--- src/rtl/pipeline_register_wb_skid.sv ---
// -----------------------------------------------------------------------------
// pipeline_register_wb_skid
//
// Two-entry skid buffer sitting between the MEM/EX stage and write-back.
// The head entry drives the *_WB outputs; the skid entry catches a beat that
// arrives while the head is stalled. ready_MEMEX comes straight from a
// register (NOT skid.valid), so there is no combinational path from ready_WB
// back to the upstream stage.
//
// Parameters
//   XLEN        result data width
//   RADDR_W     destination-register index width
//   SUPPRESS_X0 when non-zero, beats targeting rd==0 never request a write
//
// Ports
//   clk, rst          rising-edge clock, synchronous active-high reset
//   flush             drop every held entry (and any beat accepted this cycle)
//   valid_MEMEX       upstream beat valid
//   ready_MEMEX       buffer can accept a beat this cycle (registered)
//   invalid_MEMEX     beat is a killed bubble: occupies a slot, never writes
//   rd_MEMEX          beat destination register
//   alu_result_MEMEX  beat result
//   regfile_we_MEMEX  beat requests a register write
//   valid_WB          head entry valid
//   ready_WB          downstream consumes the head entry
//   rd_WB             head destination register
//   alu_result_WB     head result
//   regfile_we_WB     head write enable, gated by valid_WB
//   fwd_valid         head is an active forwarding source
//   count             entries held (0..2)
// -----------------------------------------------------------------------------
module pipeline_register_wb_skid #(
    parameter int XLEN        = 32,
    parameter int RADDR_W     = 4,
    parameter int SUPPRESS_X0 = 1
) (
    input  logic               clk,
    input  logic               rst,
    input  logic               flush,

    input  logic               valid_MEMEX,
    output logic               ready_MEMEX,
    input  logic               invalid_MEMEX,
    input  logic [RADDR_W-1:0] rd_MEMEX,
    input  logic [XLEN-1:0]    alu_result_MEMEX,
    input  logic               regfile_we_MEMEX,

    output logic               valid_WB,
    input  logic               ready_WB,
    output logic [RADDR_W-1:0] rd_WB,
    output logic [XLEN-1:0]    alu_result_WB,
    output logic               regfile_we_WB,
    output logic               fwd_valid,
    output logic [1:0]         count
);

    // Head entry
    logic               r_head_valid;
    logic [RADDR_W-1:0] r_head_rd;
    logic [XLEN-1:0]    r_head_result;
    logic               r_head_we;

    // Skid entry
    logic               r_skid_valid;
    logic [RADDR_W-1:0] r_skid_rd;
    logic [XLEN-1:0]    r_skid_result;
    logic               r_skid_we;

    // Handshake and beat qualification
    logic               w_accept;
    logic               w_pop;
    logic               w_is_x0;
    logic               w_beat_we;

    assign w_accept  = valid_MEMEX & ~r_skid_valid;
    assign w_pop     = r_head_valid & ready_WB;

    // A killed beat or a write to x0 still travels through the buffer so the
    // downstream sees it, but it must never reach the register file.
    assign w_is_x0   = (SUPPRESS_X0 != 0) && (rd_MEMEX == '0);
    assign w_beat_we = regfile_we_MEMEX & ~invalid_MEMEX & ~w_is_x0;

    always_ff @(posedge clk) begin
        if (rst) begin
            r_head_valid  <= 1'b0;
            r_head_rd     <= '0;
            r_head_result <= '0;
            r_head_we     <= 1'b0;
            r_skid_valid  <= 1'b0;
            r_skid_rd     <= '0;
            r_skid_result <= '0;
            r_skid_we     <= 1'b0;
        end else if (flush) begin
            // Payload is left in place; only the valid bits matter.
            r_head_valid  <= 1'b0;
            r_skid_valid  <= 1'b0;
        end else if (w_pop) begin
            if (r_skid_valid) begin
                // Skid full means ready_MEMEX is low, so no accept can coincide.
                r_head_valid  <= 1'b1;
                r_head_rd     <= r_skid_rd;
                r_head_result <= r_skid_result;
                r_head_we     <= r_skid_we;
                r_skid_valid  <= 1'b0;
            end else if (w_accept) begin
                r_head_valid  <= 1'b1;
                r_head_rd     <= rd_MEMEX;
                r_head_result <= alu_result_MEMEX;
                r_head_we     <= w_beat_we;
            end else begin
                r_head_valid  <= 1'b0;
            end
        end else if (w_accept) begin
            if (r_head_valid) begin
                // Head stalled: park the beat in the skid slot.
                r_skid_valid  <= 1'b1;
                r_skid_rd     <= rd_MEMEX;
                r_skid_result <= alu_result_MEMEX;
                r_skid_we     <= w_beat_we;
            end else begin
                r_head_valid  <= 1'b1;
                r_head_rd     <= rd_MEMEX;
                r_head_result <= alu_result_MEMEX;
                r_head_we     <= w_beat_we;
            end
        end
    end

    assign ready_MEMEX   = ~r_skid_valid;
    assign valid_WB      = r_head_valid;
    assign rd_WB         = r_head_rd;
    assign alu_result_WB = r_head_result;
    assign regfile_we_WB = r_head_valid & r_head_we;
    assign fwd_valid     = r_head_valid & r_head_we;
    assign count         = {1'b0, r_head_valid} + {1'b0, r_skid_valid};

endmodule

--- config.mk ---
export PLATFORM = sky130hd
export DESIGN_NAME = pipeline_register_wb_skid
export DESIGN_NICKNAME = d
export VERILOG_FILES = /design/src/rtl/pipeline_register_wb_skid.sv
export SDC_FILE = /design/constraint.sdc
export NUM_CORES = 1
export LEC_CHECK = 0
export CAP_MARGIN = 15
export CORE_UTILIZATION = 51
export CTS_CLUSTER_DIAMETER = 40
export DETAILED_ROUTE_END_ITERATION = 16
export PLACE_DENSITY = 0.82
export SKIP_LAST_GASP = 1
export SLEW_MARGIN = 20
export SYNTH_ARGS = -nofsm -noshare
export SYNTH_HDL_FRONTEND = slang
export SYNTH_SLANG_ARGS = --single-unit
--- constraint.sdc ---
create_clock -name clk -period 3.8 [get_ports clk]
set_input_delay 0.38 -clock clk [delete_from_list [all_inputs] [get_ports clk]]
set_output_delay 0.38 -clock clk [all_outputs]
set_load 0.005 [all_outputs]
After elaboration in Yosys (flattened, before gate mapping). Index checks and enable logic that the tools add are counted.

Register bits after elaboration: 76. Output and inout bits: 42. Bits of input ports: 43.

Equal/unequal tests: 1. Bitwise operators: 10. Reduce and logical (&&, ||, !) cells: 8. Muxes and demuxes: 19. Add/sub/neg operators: 1.

Operators by type and width (number): 32-bit two-way mux (5); 4-bit two-way mux (5); 1-bit two-way mux (9); 4-bit AND reduction (2); 1-bit AND (5); 1-bit inverter (5); 4-bit logical NOT (1); 2-bit nonzero test (2); 3-bit OR reduction (1); 1-bit by 1-bit adder with 2-bit output (1); 2-bit by 1-bit inequality test with 1-bit output (second input constant) (1); 2-bit AND reduction (1); 2-bit OR reduction (1).

Depth between registers and ports, before layout. Gate-level depths: netlist of the first run.

Word-level depth: 6. Gate-level depth with buffers: 6. Depth with buffers taken out: 3.

Worst setup path after synthesis of the first run. OpenSTA, ideal clock, no wires.

Path kind: reg-to-reg. Start: register r_skid_valid. End: register r_head_result[13] (netlist: alu_result_WB[13]). Data required time: 3.654 ns. Stages on the path, launching flop included: 6. Clock period less this slack: 1.429 ns. Library setup time: 0.146 ns. Arrival: 1.283 ns. Setup slack: 2.371 ns. Path through: dfxtp_1 -> mux2_4 -> buf_6 -> clkbuf_4 -> a31oi_1 -> a211oi_2.

Longest elaborated chain between the ends: 4.

RTL lines: from (decl) (RTL line 64) `logic r_skid_valid;`; from (signal assigned) (RTL line 89) `r_skid_valid <= 1'b0;`; from (signal assigned) (RTL line 96) `r_skid_valid <= 1'b0;`; from (signal assigned) (RTL line 104) `r_skid_valid <= 1'b0;`; 1-bit inverter (RTL line 75) `assign w_accept = valid_MEMEX & ~r_skid_valid;`; 1-bit AND (RTL line 75); 2-bit nonzero test (no source line); 4-bit AND reduction (no source line); to (signal assigned) (RTL line 102) `r_head_result <= r_skid_result;`; to (signal assigned) (RTL line 108) `r_head_result <= alu_result_MEMEX;`; to (signal assigned) (RTL line 123) `r_head_result <= alu_result_MEMEX;`; to (decl) (RTL line 60) `logic [XLEN-1:0] r_head_result;`.

Parallel ways exist; a longest one is shown, timed or not. A chain may end at the register's enable or synchronous reset.

Final worst setup path of the first run.
Start: register r_head_valid (netlist: valid_WB). End: register r_head_result[25] (netlist: alu_result_WB[25]).

Longest elaborated chain between the ends: 3.

RTL lines: from (decl) (RTL line 58) `logic r_head_valid;`; from (signal assigned) (RTL line 85) `r_head_valid <= 1'b0;`; from (signal assigned) (RTL line 95) `r_head_valid <= 1'b0;`; from (signal assigned) (RTL line 100) `r_head_valid <= 1'b1;`; 1-bit AND (RTL line 76) `assign w_pop = r_head_valid & ready_WB;`; 2-bit by 1-bit inequality test with 1-bit output (no source line) / 2-bit nonzero test (equally long branches); 4-bit AND reduction (no source line).

Parallel ways exist; a longest one is shown, timed or not.

==> results of run 1 <==
per-stage QoR:
step                worst slack (ns)  hold WS, ns  cell area [µm²]  utilization  power (W)
CTS                             1.46        0.477             4530        0.662    0.00171
global route                    1.29        0.499             4530        0.662    0.00177
finish                          1.47        0.475             4530        0.662    0.00170
global placement                1.34        0.458             4340        0.635    0.00111
detailed placement              1.25        0.466             4340        0.635    0.00112
floorplan                       2.37        0.453             3610            -   0.000997
area by class of cell:
type / instances / share of cell area
clock buffer: 9 / 0.0274
clock inverter: 7 / 0.0147
tap: 96 / 0.0265
inverter: 2 / 0.00166
multi-input combinational: 238 / 0.401
timing repair buffer: 89 / 0.192
sequential: 76 / 0.336
sequential cells by signal, indices dropped and copies added, names as in the netlist:
signal and count:
alu_result_WB 32, r_skid_result 32, r_skid_rd 4, rd_WB 4, r_head_we 1, r_skid_valid 1
r_skid_we 1, valid_WB 1
critical path, delay by kind of cell (launching register included):
family                 cells  cell delay [ns]
buffers and inverters      1             0.50
multiplexers               1             0.23
flip-flops                 1             0.57
AO/OA/AOI/OAI              1             0.09
AND/OR/NAND/NOR            1             0.76
placed cells by master, fill, tap and decap left out, drive strengths merged, types with 2 or more instances in the layout:
master and instances:
nand2b 2, nand3b 36, a21oi 38, inv 3
a31oi 37, a211oi 36, dfxtp 76, clkinv 4
clkdlybuf4s50 82, mux2i 36, clkbuf 9, o21ai 37
nand3 2, buf 7
final timing paths:
kind | start | to
max | valid_WB$_SDFFE_PP0P_ | alu_result_WB[25]$_SDFFE_PP0P_
min | r_skid_result[31]$_SDFFE_PP0P_ | r_skid_result[31]$_SDFFE_PP0P_
max reg2reg | valid_WB$_SDFFE_PP0P_ | alu_result_WB[25]$_SDFFE_PP0P_
min reg2reg | r_skid_result[31]$_SDFFE_PP0P_ | r_skid_result[31]$_SDFFE_PP0P_
per-layer routing:
metal	GRT usage	wire length [µm]	vias to the layer above
met5	0	0	-
met2	0.381	3990	93
met1	0.300	3900	1463
met4	0.0955	155	0
li1	-	-	1476
met3	0.0385	506	15
power breakdown:
part / internal, W / switching [W]
clock: 0.000301 / 0.000299
sequential: 0.000827 / 0.0000228
combinational: 0.000135 / 0.000117
total: 0.00126 / 0.000439
cells by family after synthesis:
group,share of synthesized area
flops,0.422
mux,0.104
fa+ha+maj,0.00347
simple gates,0.102
compound gates,0.292
buf+inv,0.0773
==> flow_summary.json, run 1 <==
{
  "outcome": "complete, no violations",
  "cp.required_ns": 3.99,
  "finalCriticalPeriod_ns": 2.33,
  "final_antenna_net_count": 0,
  "cpMaxStageDelayCell": "nand3_2",
  "synth_most_common_cell": "dfxtp_1",
  "grt_pass1_vias": 2781,
  "die_w_um": 86.1,
  "hold_violations": 0,
  "nets": 460,
  "synth-seq-cells": 76,
  "start_util": 0.528,
  "gp_congestion": 0.743,
  "cts_made_buffers": 9,
  "worst_path_largest_cell_delay_ns": 0.76,
  "fmax_mhz": 429,
  "io_buffers": 84,
  "io-pin-count": 85,
  "multi_input_area_mm2": 0.00182,
  "worstPathArrival_ns": 2.53,
  "synthFlopType": "dfxtp_1",
  "drive_above_1_share": 0.138,
  "vias_per_cell": 5.89,
  "cap_violations": 0,
  "cts.sink_count": 76,
  "synth_cell_types": 31,
  "slew_headroom": 0.366,
  "synth.top_cells.by_count": "dfxtp_1, a21oi_1, a31oi_1, o21ai_0",
  "path_cells": "nand3_2 > buf_4 > mux2i_1 > a211oi_2",
  "cp-start-kind": "flip-flop",
  "insertion_delay_ns": 0.35,
  "core.rowCount": 30,
  "cts.htree.levels": 3,
  "clk_path_buf_depth": 2,
  "min_period_over_period": 0.614,
  "area_growth_pct": 25.4,
  "fin_skew_ns": 0.0115,
  "syn-instance-count": 362,
  "hold_buffers": 0,
  "antenna_found_initial": 0,
  "fin_tns_setup_ns": 0,
  "grt_pass1_wl_mm": 13.6,
  "worstHoldPathType": "flip-flop to flip-flop",
  "leakagePower_nw": 1.68,
  "overflow": 0,
  "diodes": 0,
  "cts_root_buf": "clkbuf_8",
  "syn_nets": 406,
  "syn_area_mm2": 0.00361,
  "cp_max_fo": 26,
  "ctsResizeCount": 0,
  "path_clk_slew_ns": 0.08,
  "syn_area_per_cell_um2": 9.97,
  "rsz0062_at_grt": "false",
  "die-area_mm2": 0.00742,
  "num_vias": 3047,
  "grt_max_degree": 79,
  "r2r_slack_ns": 1.47,
  "placed_cells": 501,
  "synth_top_area_cell": "dfxtp_1",
  "ff2ff_path_depth": 4,
  "setup_viol": 0,
  "worst_setup_path_end_kind": "flip-flop",
  "synthTopCellsByArea": "dfxtp_1, a211oi_2, mux2i_1, nand3b_1, a31oi_1",
  "tritoncts": "built",
  "synth_edf_count": 0,
  "ys.warnings.count": 0,
  "slew_violations": 0,
  "chipHeight_um": 86.1,
  "cts_setup_buffers": 0,
  "hold_depth": 2,
  "drtPass1Iterations": 4,
  "synth_top_area_share": 0.422,
  "async_reset_ff_frac": 0,
  "n_fill_cell": 569,
  "fin_cells": 517,
  "drt_iter0_markers": 203,
  "core_mm2": 0.00683,
  "seqCellArea_mm2": 0.00152,
  "routed_wirelength_mm": 8.55,
  "tightest_slew_ns": 0.951,
  "ir_drop_v": 0.000202,
  "drc": 0,
  "grt_usage": 0.231,
  "wl_per_cell_um": 16.5,
  "ys_seq_area_frac": 0.422,
  "critPathKind": "flip-flop to flip-flop",
  "hpwl_mm": 5.06,
  "p_per_area_mw_per_mm2": 376
}
No activity file was read; power rests on OpenSTA's default activity.
==> run 2: changes to the inputs <==
--- a/config.mk
+++ b/config.mk
@@ -6,10 +6,10 @@
 export NUM_CORES = 1
 export LEC_CHECK = 0
 export CAP_MARGIN = 15
-export CORE_UTILIZATION = 51
+export CORE_UTILIZATION = 50
 export CTS_CLUSTER_DIAMETER = 40
 export DETAILED_ROUTE_END_ITERATION = 16
-export PLACE_DENSITY = 0.82
+export PLACE_DENSITY = 0.81
 export SKIP_LAST_GASP = 1
 export SLEW_MARGIN = 20
 export SYNTH_ARGS = -nofsm -noshare
==> constraint.sdc (replaced) <==
create_clock -name clk -period 2.15 [get_ports clk]
set_input_delay 0.215 -clock clk [delete_from_list [all_inputs] [get_ports clk]]
set_output_delay 0.215 -clock clk [all_outputs]
set_load 0.005 [all_outputs]
==> run 2 against run 1 <==
Compared with the run above:
- cell area grew 2.5%
- register-to-register slack got worse by 1.0 ns
- die area up 1.9%
- power rose by 89%
- sequential power increased by 76%
- clock power grew 110%
- final cell count up 1.5%
- global-route usage rose by 2.7 points
- largest cell class unchanged
- highest routed layer unchanged
==> flow_summary.json, run 2 (synthesis gave the netlist of run 1 again) <==
{
  "outcome": "complete, no violations",
  "p_per_area_mw_per_mm2": 693,
  "layout_common_cells": "clkdlybuf4s50_1, dfxtp_1, a21oi_1",
  "grt_max_degree": 52,
  "core_mm2": 0.00687,
  "clk_path_buf_depth": 2,
  "worst_setup_path_end_kind": "primary output",
  "tightest_slew_ns": 0.622,
  "worstHoldPathType": "primary input to flip-flop",
  "r2r_slack_ns": 0.42,
  "cts.sink_count": 76,
  "hold_violations": 0,
  "grt_usage": 0.258,
  "hold_path_startpoint": "rst",
  "wl_per_cell_um": 17.8,
  "tritoncts": "built",
  "overflow": 0,
  "path_cells": "ha_1 > clkdlybuf4s50_1",
  "placed_area_mm2": 0.00441,
  "io-pin-count": 85,
  "nets": 468,
  "cp-start-kind": "flip-flop",
  "cts.htree.levels": 3,
  "cts_root_buf": "clkbuf_8",
  "io_buffers": 84,
  "leakagePower_nw": 1.74,
  "drtPass1Iterations": 5,
  "cp.required_ns": 1.93,
  "path_clk_slew_ns": 0.08,
  "drc": 0,
  "drive_above_1_share": 0.152,
  "start_util": 0.525,
  "grt_pass1_vias": 3174,
  "ctsResizeCount": 0,
  "gp_congestion": 0.756,
  "chipHeight_um": 87.0,
  "finalCriticalPeriod_ns": 1.83,
  "worstPathArrival_ns": 1.62,
  "slew_violations": 0,
  "insertion_delay_ns": 0.34,
  "final_area_mm2": 0.00464,
  "fin_skew_ns": 0.00730,
  "drt_iter0_markers": 266,
  "cts_setup_buffers": 0,
  "fmax_mhz": 545,
  "rsz0062_at_grt": "false",
  "final_common_cell": "clkdlybuf4s50_1",
  "area_growth_pct": 28.6,
  "hold_depth": 2,
  "hold_buffers": 0,
  "slew_headroom": 0.585,
  "die_w_um": 87.0,
  "routed_wirelength_mm": 9.36,
  "ff2ff_path_depth": 4,
  "reg2reg_from": "valid_WB$_SDFFE_PP0P_",
  "fin_util": 0.676,
  "vias_per_cell": 6.15,
  "ir_drop_v": 0.000432,
  "worst_path_largest_cell_delay_ns": 0.55,
  "hpwl_mm": 5.63,
  "core.rowCount": 30,
  "diodes": 0,
  "grt_pass1_wl_mm": 15.1,
  "num_vias": 3230,
  "final_antenna_net_count": 0,
  "setup_viol": 0,
  "cp_max_fo": 12,
  "die-area_mm2": 0.00756,
  "fin_tns_setup_ns": 0,
  "cts_made_buffers": 9,
  "antenna_found_initial": 0,
  "holdPathEnd": "r_skid_we$_SDFFE_PP0P_",
  "min_period_over_period": 0.853,
  "cpMaxStageDelayCell": "dfxtp_1",
  "critPathKind": "flip-flop to primary output",
  "cap_violations": 0,
  "r2r_end": "alu_result_WB[23]$_SDFFE_PP0P_"
}
run 2: cell types whose count changed in the layout (fill, tap and decap cells not counted), sizes merged:
| cell | delta |
|---|---|
| clkinvlp | -1 |
| bufinv | +1 |
| clkinv | -2 |
| inv | -1 |
| clkbuf | +3 |
| buf | +8 |
run 2: where the power goes:
group          leakage [nW]  switching (W)  internal, W
combinational          1.00       0.000217     0.000246
clock                 0.122       0.000508     0.000745
sequential            0.620      0.0000379      0.00146
total                  1.74       0.000762      0.00245
run 2: final cells by class:
type,instances,area (µm²)
Clock buffer,12,165
Clock inverter,4,70.1
Fill cell,553,2230
Inverter,2,7.51
Multi-Input combinational cell,238,1810
Sequential cell,76,1520
Tap cell,96,120
Timing Repair Buffer,97,943
run 2: metrics by stage:
stage	cells	setup WS (ns)	power, W	hold slack [ns]
floorplan	362	0.721	0.00176	0.294
global placement	509	0.314	0.00198	0.459
detailed placement	509	0.277	0.00199	0.467
CTS	525	0.294	0.00324	0.313
global route	525	0.222	0.00333	0.330
finish	525	0.317	0.00321	0.335
run 2: worst max path at each step:
stage,startpoint,to,slack [ns],cells past startpoint
global route,valid_WB$_SDFFE_PP0P_,count[0],0.22,2
floorplan,r_skid_valid$_SDFFE_PP0P_,alu_result_WB[13]$_SDFFE_PP0P_,0.72,5
finish,valid_WB$_SDFFE_PP0P_,count[0],0.32,2
CTS,valid_WB$_SDFFE_PP0P_,count[0],0.29,2
global placement,valid_MEMEX,r_head_we$_SDFFE_PP0P_,0.31,4
detailed placement,valid_MEMEX,r_head_we$_SDFFE_PP0P_,0.28,4
run 2: worst max-delay path: cells and delay by family (launching register included):
kind	cells	cell delay (ns)
fa+ha+maj	1	0.29
flops	1	0.55
buf+inv	1	0.44
run 2: layer usage:
layer,track usage,routed length (µm)
met5,0,0
met4,0.100,90
met3,0.0540,671
met2,0.435,4580
met1,0.322,4020
